[config.mk]
export PLATFORM = sky130hd
export DESIGN_NAME = mc_control_flat
export DESIGN_NICKNAME = d
export VERILOG_FILES = /design/src/rtl/mc_control_if.sv /design/src/rtl/mc_control.sv /design/src/flat_wrapper.sv
export SDC_FILE = /design/constraint.sdc
export NUM_CORES = 1
export LEC_CHECK = 0
export BUFFER_PORTS_ARGS = -buffer_cell sky130_fd_sc_hd__buf_2
export CORE_MARGIN = 5
export CORE_UTILIZATION = 38
export CTS_BUF_LIST = sky130_fd_sc_hd__clkbuf_8
export DETAILED_ROUTE_END_ITERATION = 12
export PLACE_DENSITY = 0.86
export SETUP_SLACK_MARGIN = 0.02
export SYNTH_ARGS = -nofsm -noshare
export SYNTH_HDL_FRONTEND = slang
export SYNTH_SLANG_ARGS = --single-unit
[constraint.sdc]
create_clock -name clk -period 1.8 [get_ports clk]
set_input_delay 0 -clock clk [delete_from_list [all_inputs] [get_ports clk]]
set_output_delay 0 -clock clk [all_outputs]
set_load 0.005 [all_outputs]
[src/rtl/mc_control_if.sv]
// Control/status bundle between mc_control (master) and its datapath (slave).
interface mc_control_if #(
  parameter int unsigned INSTRUCTION = 32
) ();
  localparam int unsigned IMM_SEL_W = 2;
  localparam int unsigned ALU_CTRL_W = 4;

  logic [INSTRUCTION-1:0] instruction;
  logic                   imem_ack;
  logic                   dmem_ack;
  logic                   br_taken;

  logic                   imem_req;
  logic                   ir_en;
  logic                   pc_en;
  logic                   pc_src;
  logic [IMM_SEL_W-1:0]   imm_sel;
  logic                   alu_src_imm;
  logic [ALU_CTRL_W-1:0]  alu_ctrl;
  logic                   dmem_req;
  logic                   dmem_we;
  logic                   reg_we;
  logic                   wb_sel;
  logic                   illegal;

  modport master (
    input  instruction, imem_ack, dmem_ack, br_taken,
    output imem_req, ir_en, pc_en, pc_src, imm_sel, alu_src_imm, alu_ctrl,
           dmem_req, dmem_we, reg_we, wb_sel, illegal
  );

  modport slave (
    output instruction, imem_ack, dmem_ack, br_taken,
    input  imem_req, ir_en, pc_en, pc_src, imm_sel, alu_src_imm, alu_ctrl,
           dmem_req, dmem_we, reg_we, wb_sel, illegal
  );
endinterface

[src/rtl/mc_control.sv]
// Multi-cycle RV32 subset control FSM (R/I/load/store/branch).
// Define MC_CONTROL_TRAP_EN to trap on illegal opcodes; otherwise they retire as NOPs.
module mc_control #(
  parameter int unsigned INSTRUCTION = 32
) (
  input  logic         clk,
  input  logic         rst,
  mc_control_if.master bus
);
  localparam int unsigned OPC_W      = 7;
  localparam int unsigned F3_W       = 3;
  localparam int unsigned IMM_SEL_W  = 2;
  localparam int unsigned ALU_CTRL_W = 4;

  localparam logic [OPC_W-1:0] OPC_R = 7'b0110011;
  localparam logic [OPC_W-1:0] OPC_I = 7'b0010011;
  localparam logic [OPC_W-1:0] OPC_L = 7'b0000011;
  localparam logic [OPC_W-1:0] OPC_S = 7'b0100011;
  localparam logic [OPC_W-1:0] OPC_B = 7'b1100011;

  localparam logic [F3_W-1:0] F3_SHIFT_RIGHT = 3'b101;

  localparam logic [IMM_SEL_W-1:0] IMM_I = 2'b00;
  localparam logic [IMM_SEL_W-1:0] IMM_S = 2'b01;
  localparam logic [IMM_SEL_W-1:0] IMM_B = 2'b10;

  typedef enum logic [2:0] {
    S_IDLE,
    S_FETCH,
    S_DECODE,
    S_EXECUTE,
    S_MEM,
    S_WB
`ifdef MC_CONTROL_TRAP_EN
    , S_TRAP
`endif
  } state_e;

  typedef enum logic [2:0] {
    C_NONE,
    C_R,
    C_I,
    C_L,
    C_S,
    C_B,
    C_ILL
  } cls_e;

  state_e state_q, state_d;
  cls_e   cls_q, cls_d;

  logic [INSTRUCTION-1:0] instr;
  logic [OPC_W-1:0]       opcode;
  logic [F3_W-1:0]        funct3;
  logic                   f7b5_bit;
  logic                   unused_instr;

  cls_e                   cls_dec;
  cls_e                   cls_eff;

  logic [IMM_SEL_W-1:0]   imm_sel_dec_c;
  logic                   alu_src_dec_c;
  logic [ALU_CTRL_W-1:0]  alu_ctrl_dec_c;

  logic                   imem_req_c;
  logic                   ir_en_c;
  logic                   pc_en_c;
  logic                   pc_src_c;
  logic [IMM_SEL_W-1:0]   imm_sel_c;
  logic                   alu_src_imm_c;
  logic [ALU_CTRL_W-1:0]  alu_ctrl_c;
  logic                   dmem_req_c;
  logic                   dmem_we_c;
  logic                   reg_we_c;
  logic                   wb_sel_c;
  logic                   illegal_c;

  assign instr        = bus.instruction;
  assign opcode       = instr[6:0];
  assign funct3       = instr[14:12];
  assign f7b5_bit     = instr[30];
  assign unused_instr = ^{instr[31], instr[29:15], instr[11:7]};

  // Opcode classifier; only meaningful while the IR is stable (DECODE onward).
  always_comb begin
    cls_dec = C_ILL;
    case (opcode)
      OPC_R:   cls_dec = C_R;
      OPC_I:   cls_dec = C_I;
      OPC_L:   cls_dec = C_L;
      OPC_S:   cls_dec = C_S;
      OPC_B:   cls_dec = C_B;
      default: cls_dec = C_ILL;
    endcase
  end

  // The class register is loaded at the end of DECODE, so DECODE itself uses the live decode.
  assign cls_eff = (state_q == S_DECODE) ? cls_dec : cls_q;

  // Operand/ALU selects per class; gated by state in the FSM below.
  always_comb begin
    imm_sel_dec_c  = IMM_I;
    alu_src_dec_c  = 1'b0;
    alu_ctrl_dec_c = '0;
    case (cls_eff)
      C_R: alu_ctrl_dec_c = {f7b5_bit, funct3};
      C_I: begin
        alu_src_dec_c  = 1'b1;
        alu_ctrl_dec_c = {(funct3 == F3_SHIFT_RIGHT) & f7b5_bit, funct3};
      end
      C_L: alu_src_dec_c = 1'b1;
      C_S: begin
        imm_sel_dec_c = IMM_S;
        alu_src_dec_c = 1'b1;
      end
      C_B: begin
        imm_sel_dec_c  = IMM_B;
        alu_ctrl_dec_c = {1'b0, funct3};
      end
      default: ;
    endcase
  end

  // Next-state and control decode.
  always_comb begin
    state_d       = state_q;
    cls_d         = cls_q;
    imem_req_c    = 1'b0;
    ir_en_c       = 1'b0;
    pc_en_c       = 1'b0;
    pc_src_c      = 1'b0;
    imm_sel_c     = '0;
    alu_src_imm_c = 1'b0;
    alu_ctrl_c    = '0;
    dmem_req_c    = 1'b0;
    dmem_we_c     = 1'b0;
    reg_we_c      = 1'b0;
    wb_sel_c      = 1'b0;
    illegal_c     = 1'b0;

    case (state_q)
      S_IDLE: state_d = S_FETCH;

      S_FETCH: begin
        imem_req_c = 1'b1;
        if (bus.imem_ack) begin
          ir_en_c = 1'b1;
          state_d = S_DECODE;
        end
      end

      S_DECODE: begin
        cls_d         = cls_dec;
        imm_sel_c     = imm_sel_dec_c;
        alu_src_imm_c = alu_src_dec_c;
        alu_ctrl_c    = alu_ctrl_dec_c;
        if (cls_dec == C_ILL) begin
`ifdef MC_CONTROL_TRAP_EN
          state_d = S_TRAP;
`else
          pc_en_c = 1'b1;
          state_d = S_FETCH;
`endif
        end else begin
          state_d = S_EXECUTE;
        end
      end

      S_EXECUTE: begin
        imm_sel_c     = imm_sel_dec_c;
        alu_src_imm_c = alu_src_dec_c;
        alu_ctrl_c    = alu_ctrl_dec_c;
        case (cls_q)
          C_R, C_I: state_d = S_WB;
          C_L, C_S: state_d = S_MEM;
          C_B: begin
            pc_en_c  = 1'b1;
            pc_src_c = bus.br_taken;
            state_d  = S_FETCH;
          end
          default: state_d = S_FETCH;
        endcase
      end

      S_MEM: begin
        imm_sel_c     = imm_sel_dec_c;
        alu_src_imm_c = alu_src_dec_c;
        alu_ctrl_c    = alu_ctrl_dec_c;
        dmem_req_c    = 1'b1;
        dmem_we_c     = (cls_q == C_S);
        // PC advances only on the ack cycle so a stalled store still yields a single pc_en.
        if (bus.dmem_ack) begin
          if (cls_q == C_L) begin
            state_d = S_WB;
          end else begin
            pc_en_c = 1'b1;
            state_d = S_FETCH;
          end
        end
      end

      S_WB: begin
        imm_sel_c     = imm_sel_dec_c;
        alu_src_imm_c = alu_src_dec_c;
        alu_ctrl_c    = alu_ctrl_dec_c;
        reg_we_c      = 1'b1;
        wb_sel_c      = (cls_q == C_L);
        pc_en_c       = 1'b1;
        state_d       = S_FETCH;
      end

`ifdef MC_CONTROL_TRAP_EN
      S_TRAP: illegal_c = 1'b1;
`endif

      default: state_d = S_IDLE;
    endcase
  end

  // State and class registers; reset forces IDLE, which zeroes every output at once.
  always_ff @(posedge clk or posedge rst) begin
    if (rst) begin
      state_q <= S_IDLE;
      cls_q   <= C_NONE;
    end else begin
      state_q <= state_d;
      cls_q   <= cls_d;
    end
  end

  assign bus.imem_req    = imem_req_c;
  assign bus.ir_en       = ir_en_c;
  assign bus.pc_en       = pc_en_c;
  assign bus.pc_src      = pc_src_c;
  assign bus.imm_sel     = imm_sel_c;
  assign bus.alu_src_imm = alu_src_imm_c;
  assign bus.alu_ctrl    = alu_ctrl_c;
  assign bus.dmem_req    = dmem_req_c;
  assign bus.dmem_we     = dmem_we_c;
  assign bus.reg_we      = reg_we_c;
  assign bus.wb_sel      = wb_sel_c;
  assign bus.illegal     = illegal_c;
endmodule

[src/flat_wrapper.sv]
// flat-port wrapper written by rule: the top's interface ports become plain ports
module mc_control_flat 
#(
  parameter int unsigned INSTRUCTION = 32
)
  (clk, rst, bus_instruction, bus_imem_ack, bus_dmem_ack, bus_br_taken, bus_imem_req, bus_ir_en, bus_pc_en, bus_pc_src, bus_imm_sel, bus_alu_src_imm, bus_alu_ctrl, bus_dmem_req, bus_dmem_we, bus_reg_we, bus_wb_sel, bus_illegal);
  mc_control_if #(.INSTRUCTION(INSTRUCTION)) bus_i ();
  input  logic clk;
  input  logic rst;
  input wire logic [$bits(bus_i.instruction)-1:0] bus_instruction;
  input wire logic [$bits(bus_i.imem_ack)-1:0] bus_imem_ack;
  input wire logic [$bits(bus_i.dmem_ack)-1:0] bus_dmem_ack;
  input wire logic [$bits(bus_i.br_taken)-1:0] bus_br_taken;
  output wire logic [$bits(bus_i.imem_req)-1:0] bus_imem_req;
  output wire logic [$bits(bus_i.ir_en)-1:0] bus_ir_en;
  output wire logic [$bits(bus_i.pc_en)-1:0] bus_pc_en;
  output wire logic [$bits(bus_i.pc_src)-1:0] bus_pc_src;
  output wire logic [$bits(bus_i.imm_sel)-1:0] bus_imm_sel;
  output wire logic [$bits(bus_i.alu_src_imm)-1:0] bus_alu_src_imm;
  output wire logic [$bits(bus_i.alu_ctrl)-1:0] bus_alu_ctrl;
  output wire logic [$bits(bus_i.dmem_req)-1:0] bus_dmem_req;
  output wire logic [$bits(bus_i.dmem_we)-1:0] bus_dmem_we;
  output wire logic [$bits(bus_i.reg_we)-1:0] bus_reg_we;
  output wire logic [$bits(bus_i.wb_sel)-1:0] bus_wb_sel;
  output wire logic [$bits(bus_i.illegal)-1:0] bus_illegal;
  assign bus_i.instruction = bus_instruction;
  assign bus_i.imem_ack = bus_imem_ack;
  assign bus_i.dmem_ack = bus_dmem_ack;
  assign bus_i.br_taken = bus_br_taken;
  assign bus_imem_req = bus_i.imem_req;
  assign bus_ir_en = bus_i.ir_en;
  assign bus_pc_en = bus_i.pc_en;
  assign bus_pc_src = bus_i.pc_src;
  assign bus_imm_sel = bus_i.imm_sel;
  assign bus_alu_src_imm = bus_i.alu_src_imm;
  assign bus_alu_ctrl = bus_i.alu_ctrl;
  assign bus_dmem_req = bus_i.dmem_req;
  assign bus_dmem_we = bus_i.dmem_we;
  assign bus_reg_we = bus_i.reg_we;
  assign bus_wb_sel = bus_i.wb_sel;
  assign bus_illegal = bus_i.illegal;
  mc_control #(.INSTRUCTION(INSTRUCTION)) u_core (.clk(clk), .rst(rst), .bus(bus_i));
endmodule
== After elaboration in Yosys (flattened, before gate mapping) ==
Cells that the tools add are included.
Storage, ports and cells
  memory bits (writable): 0
  output and inout port bits: 16
  latch bits: 0
  memories: 0
  logic and storage cells: 62
  ROM bits: 0
  input port bits: 37
  bits in registers: 6
Operators by class
  order comparisons: 0
  equal/unequal tests: 24
  add/sub/neg operators: 0
  reduce and logical (&&, ||, !) cells: 7
  shift operators: 0
  div/mod/pow operators: 0
  multiply operators: 0
  bitwise operators: 1
  multiplexer cells: 28
Operator list (count)
  3-bit case mux with 5 select lines: 2
  3-bit equality test, second input constant: 8
  3-bit by 2-bit equality test with 1-bit output, second input constant: 6
  1-bit 2-to-1 mux: 15
  7-bit by 6-bit equality test with 1-bit output, second input constant: 2
  3-bit 2-to-1 mux: 4
  4-bit case mux with 3 select lines: 1
  3-bit by 1-bit equality test with 1-bit output, second input constant: 3
  7-bit by 2-bit equality test with 1-bit output, second input constant: 1
  7-bit by 5-bit equality test with 1-bit output, second input constant: 1
  7-bit equality test, second input constant: 1
  3-bit case mux with 2 select lines: 1
  2-bit OR reduction: 3
  2-bit 2-to-1 mux: 2
  4-bit 2-to-1 mux: 1
  2-bit != test, second input constant: 2
  1-bit case mux with 4 select lines: 1
  2-bit case mux with 2 select lines: 1
  4-bit OR reduction: 1
  3-bit zero test: 1
  3-bit OR reduction: 1
  2-bit AND reduction: 1
  1-bit AND: 1

== Logic depth before layout (Yosys ltp) ==
  depth in word-level cells: 7
  depth in mapped cells: 6
  mapped depth without buffers: 5

== Least setup slack after synthesis ==
OpenSTA, ideal clock, no wires.
  kind: register to output
  start point: reg u_core.state_q[0]
  end point: out bus_alu_ctrl[0]
  stages on the path, launching flop included: 7
  data arrival time: 1.549 ns
  buffers on the path: 1
  slack: 0.251 ns
  data required time: 1.800 ns
  cell sequence: dfrtp_1 buf_6 or3b_4 nor2_4 a22oi_2 or2_4 a21oi_1
Between the ends
  cells in the longest elaborated chain, start to end: 5
  elaborated cells on any way between the ends: 11
  those cells by class: 7 x eq/ne; 3 x mux; 1 x reduce/logical
RTL lines
  start: declaration: line mc_control.sv:49  | state_e state_q, state_d;
  start signal: assignment: line mc_control.sv:226  | state_q <= state_d;
  3-bit by 2-bit equality test with 1-bit output: line mc_control.sv:98, mc_control.sv:141
  3-bit 2-to-1 mux: line mc_control.sv:98  | assign cls_eff = (state_q == S_DECODE) ? cls_dec : cls_q;
  3-bit equality test, or another cell as far along: line mc_control.sv:105  | case (cls_eff)
  4-bit case mux with 3 select lines: line mc_control.sv:105
  4-bit 2-to-1 mux (*): line mc_control.sv:141  | case (state_q)
  end: declaration: line flat_wrapper.sv:20  | output wire logic [$bits(bus_i.alu_ctrl)-1:0] bus_alu_ctrl;
Mark *: on every way between the ends. The rest lies on a longest branch, timed or not.

== Worst setup path after layout ==
  start point: reg u_core.state_q[0]
  end point: out bus_alu_ctrl[1]
The elaborated chain is that of the path after synthesis.

==> metrics.md <==
| Metric | Value |
|---|---|
| Crit end category | primary output |
| Fill cells | 140 |
| Fin. max-slew vios | 0 |
| Pleak | between 0.4 and 0.5 nW |
| Initial Utilization | about two fifths |
| Root Driver | clkbuf_8 |
| Share of flip-flops with an asynchronous set or reset | 100% |
| Prevailing post-synth register cell | dfrtp_1 |
| Count of cell types in the netlist | 34 |
| Syn_area_per_cell | 7.66 µm² |
| Clk network pwr share | between 20 and 25% |
| FMAX | between 0.5 and 0.6 GHz |
| H-tree depth | 1 |
| Pre-CTS WS | between 0.1 and 0.15 ns |
| Boundary Pins | 53 |
| Mapped Area | 613 µm² |
| Drt pass-1 iters | 4 |
| CTS buffer count | 3 |
| CP required | 1.80 ns |
| Most frequent cell after synthesis | nor2_1 |
| Leading area contributor after synthesis | dfrtp_1 |
| Final worst slack | -0.0458 ns |
| Core Area | ~1500 µm² |
| Internal power | about 0.54 mW |
| Psw | approximately 0.32 mW |
| Hold/Removal Path Class | input port to flop |
| Clk_skew | 0.000109 ns |
| Switching portion of total power | 37.0% |
| Cells after Synth | 80 |
| Yosys Warn Count | 0 |
| Top cell type's share of synthesized area | between 20% and 30% |
| Vias in the first global route | approximately 690 |
| First-pass GRT wire length | 2550 µm |
| Fin util | 57.2% |
| Sequential share of power | a little under a quarter |
| # setup viols final | 5 |
| Clock Path Buffers | 2 |
| Num Clock Sinks | 6 |
| Fin. Hold Viols | 0 |
| Via count | ~700 |
| Antenna violations before repair | 0 |
| Port Buffer Count | 30 |
| Period utilization | 103% |
| Worst-skew pair later-pin latency | 0.21 ns |
| FP Rows | 14 |
| Violated checks | negative setup slack |
| Multi-input combinational cell area | roughly 420 µm² |
| Die Height | 50.2 µm |
| Pwr Density | between 900 and 1000 nW/µm² |
| Antenna-violating nets left | 0 |
| Fraction of layout instances using a drive strength above 1 | between 40% and 50% |
| Clock-pin slew on the worst setup and hold paths | about 0.03 ns |
| Post-DP HPWL | 1310 µm |
| Global-route usage over all layers | roughly an eighth |
| Syn_nets | ~120 |
| Gr ovfl total | 0 |
| Area delta synth->final | 42.2% |
| Cell area after layout | 872 µm² |
| Post-synth EDFFs | 0 |
| Post-route DRC | 0 |
| Area after DPL | between 700 and 800 µm² |
| Max cap viols | 0 |
| Routed Wire Length | between 1500 and 2000 µm |
| CTS tree | done |
| Signal arrival time at the worst endpoint | approximately 1.9 ns |
| Final nets | roughly 160 |
| Tmin final | between 1.5 and 2 ns |
| Setup TNS Final | -0.134 ns |
| Register area share after synthesis | 24.5% |
| Ant diodes | 0 |
| Outcome | complete, but fails checks |
| Pin count of the biggest net entering global routing | 10 |
| Peak supply drop | between 600 and 700 µV |
| Startpoint Class | flop |
| Final Power | approximately 0.86 mW |
| CP Max Fanout | 5 |
| Largest cells by area after synthesis | dfrtp_1 24%, a21oi_1 5.7%, nor2_1 5.5% |
| Initial DRC count | 14 |
| Worst Setup Path Type | flop to primary output |
| Inst Count DP | 128 |
| Finished Layout Cells | roughly 140 |
| Die X-Extent | 50.2 µm |
| RSZ-0062 raised after global routing | yes |
| Comb power frac | a little over half |
| Drt wl/cell | around 12 µm |
| Yosys reg bits | 6 |
| WHS | 0.0864 ns |
| Die ar. | between 2000 and 3000 µm² |
| Seq. cell area | 150 µm² |
| Most frequent cells after synthesis | 9 x nor2_1, 7 x a21oi_1, 7 x inv_1, 7 x nand2_1, 6 x dfrtp_1 |
| Final GP Congestion | between 0.8 and 0.9 |
| Vias per inst | just over 5 |
## sequential cells by signal, indices dropped and copies added (netlist names)
register	cells
u_core.state_q	3
u_core.cls_q	3
## cell usage in the layout (no fill, tap or decap), drive strengths merged, types with 2 or more instances in the layout
cell	count
a21o	2
a21oi	7
a31oi	3
and2	2
and3	3
buf	37
clkbuf	3
dfrtp	6
inv	7
nand2	7
nand3	4
nor2	10
nor2b	4
nor3	4
nor3b	2
or3b	2
## cell type report
class,count,share of cell area [%]
repair buffers,38,24.4
flip-flops and latches,6,17.2
clock buffers,3,4.73
well taps,16,2.30
inverters,7,3.01
multi-input cells,65,48.4
## power by group through the flow
stage | Combinational [mW] | Clock [mW] | Sequential, mW
2_1_floorplan | 0.297 | 0 | 0.197
3_3_place_gp | 0.415 | 0 | 0.200
3_5_place_dp | 0.429 | 0 | 0.202
4_1_cts | 0.460 | 0.198 | 0.195
5_1_grt | 0.517 | 0.205 | 0.202
6_report | 0.470 | 0.190 | 0.195
## cell families (layout without fill, tap and decap cells)
logic type / after synthesis / in the layout / share of synthesized area, %
XOR/XNOR: 1 / 1 / 1.43
buffers and inverters: 9 / 48 / 7.35
multiplexers: 1 / 1 / 1.84
flip-flops: 6 / 6 / 24.5
other: 1 / 1 / 0.612
AND/OR/NAND/NOR: 44 / 44 / 41.4
AO/OA/AOI/OAI: 17 / 17 / 20.8
adder cells (fa/ha/maj): 1 / 1 / 2.04
## timing repair
| item | CTS | global route |
|---|---|---|
| setup buffers | 3 | 0 |
| endpoints found under the hold margin | 6 | 0 |
| resized for setup | 0 | 1 |
| setup endpoints to repair | 7 | 7 |
| pin swaps | 4 | 0 |
| hold buffers | 1 | 0 |
## worst max-delay path, stage by stage, from the launching register on
cell and delay [ns]:
dfrtp_1 0.38, or3b_4 0.44, nor2_4 0.15, a22oi_2 0.11
or2_4 0.29, a21oi_1 0.14, buf_2 0.13
## path summary, 6_finish.rpt
kind                                         start                 to  slack (ns)  depth (start not counted)
worst max-delay path             u_core.state_q[0]    bus_alu_ctrl[1]       -0.05                          6
worst min-delay path            bus_instruction[5]    u_core.cls_q[1]        0.09                          2
worst max register to register   u_core.state_q[2]  u_core.state_q[0]        0.07                          7
worst min register to register     u_core.cls_q[0]    u_core.cls_q[0]        0.67                          2
max in group asynchronous                      rst    u_core.cls_q[2]        1.38                          3
min in group asynchronous                      rst  u_core.state_q[0]        0.24                          3
## layer usage
layer	part of all wire [%]	track usage (%)	up-vias
li1	-	-	360
met1	38	13.1	301
met2	52	22.8	31
met3	7.3	2.07	4
met4	2.4	8.30	0
met5	0	0	-
Power figures use the tool's default switching activity.
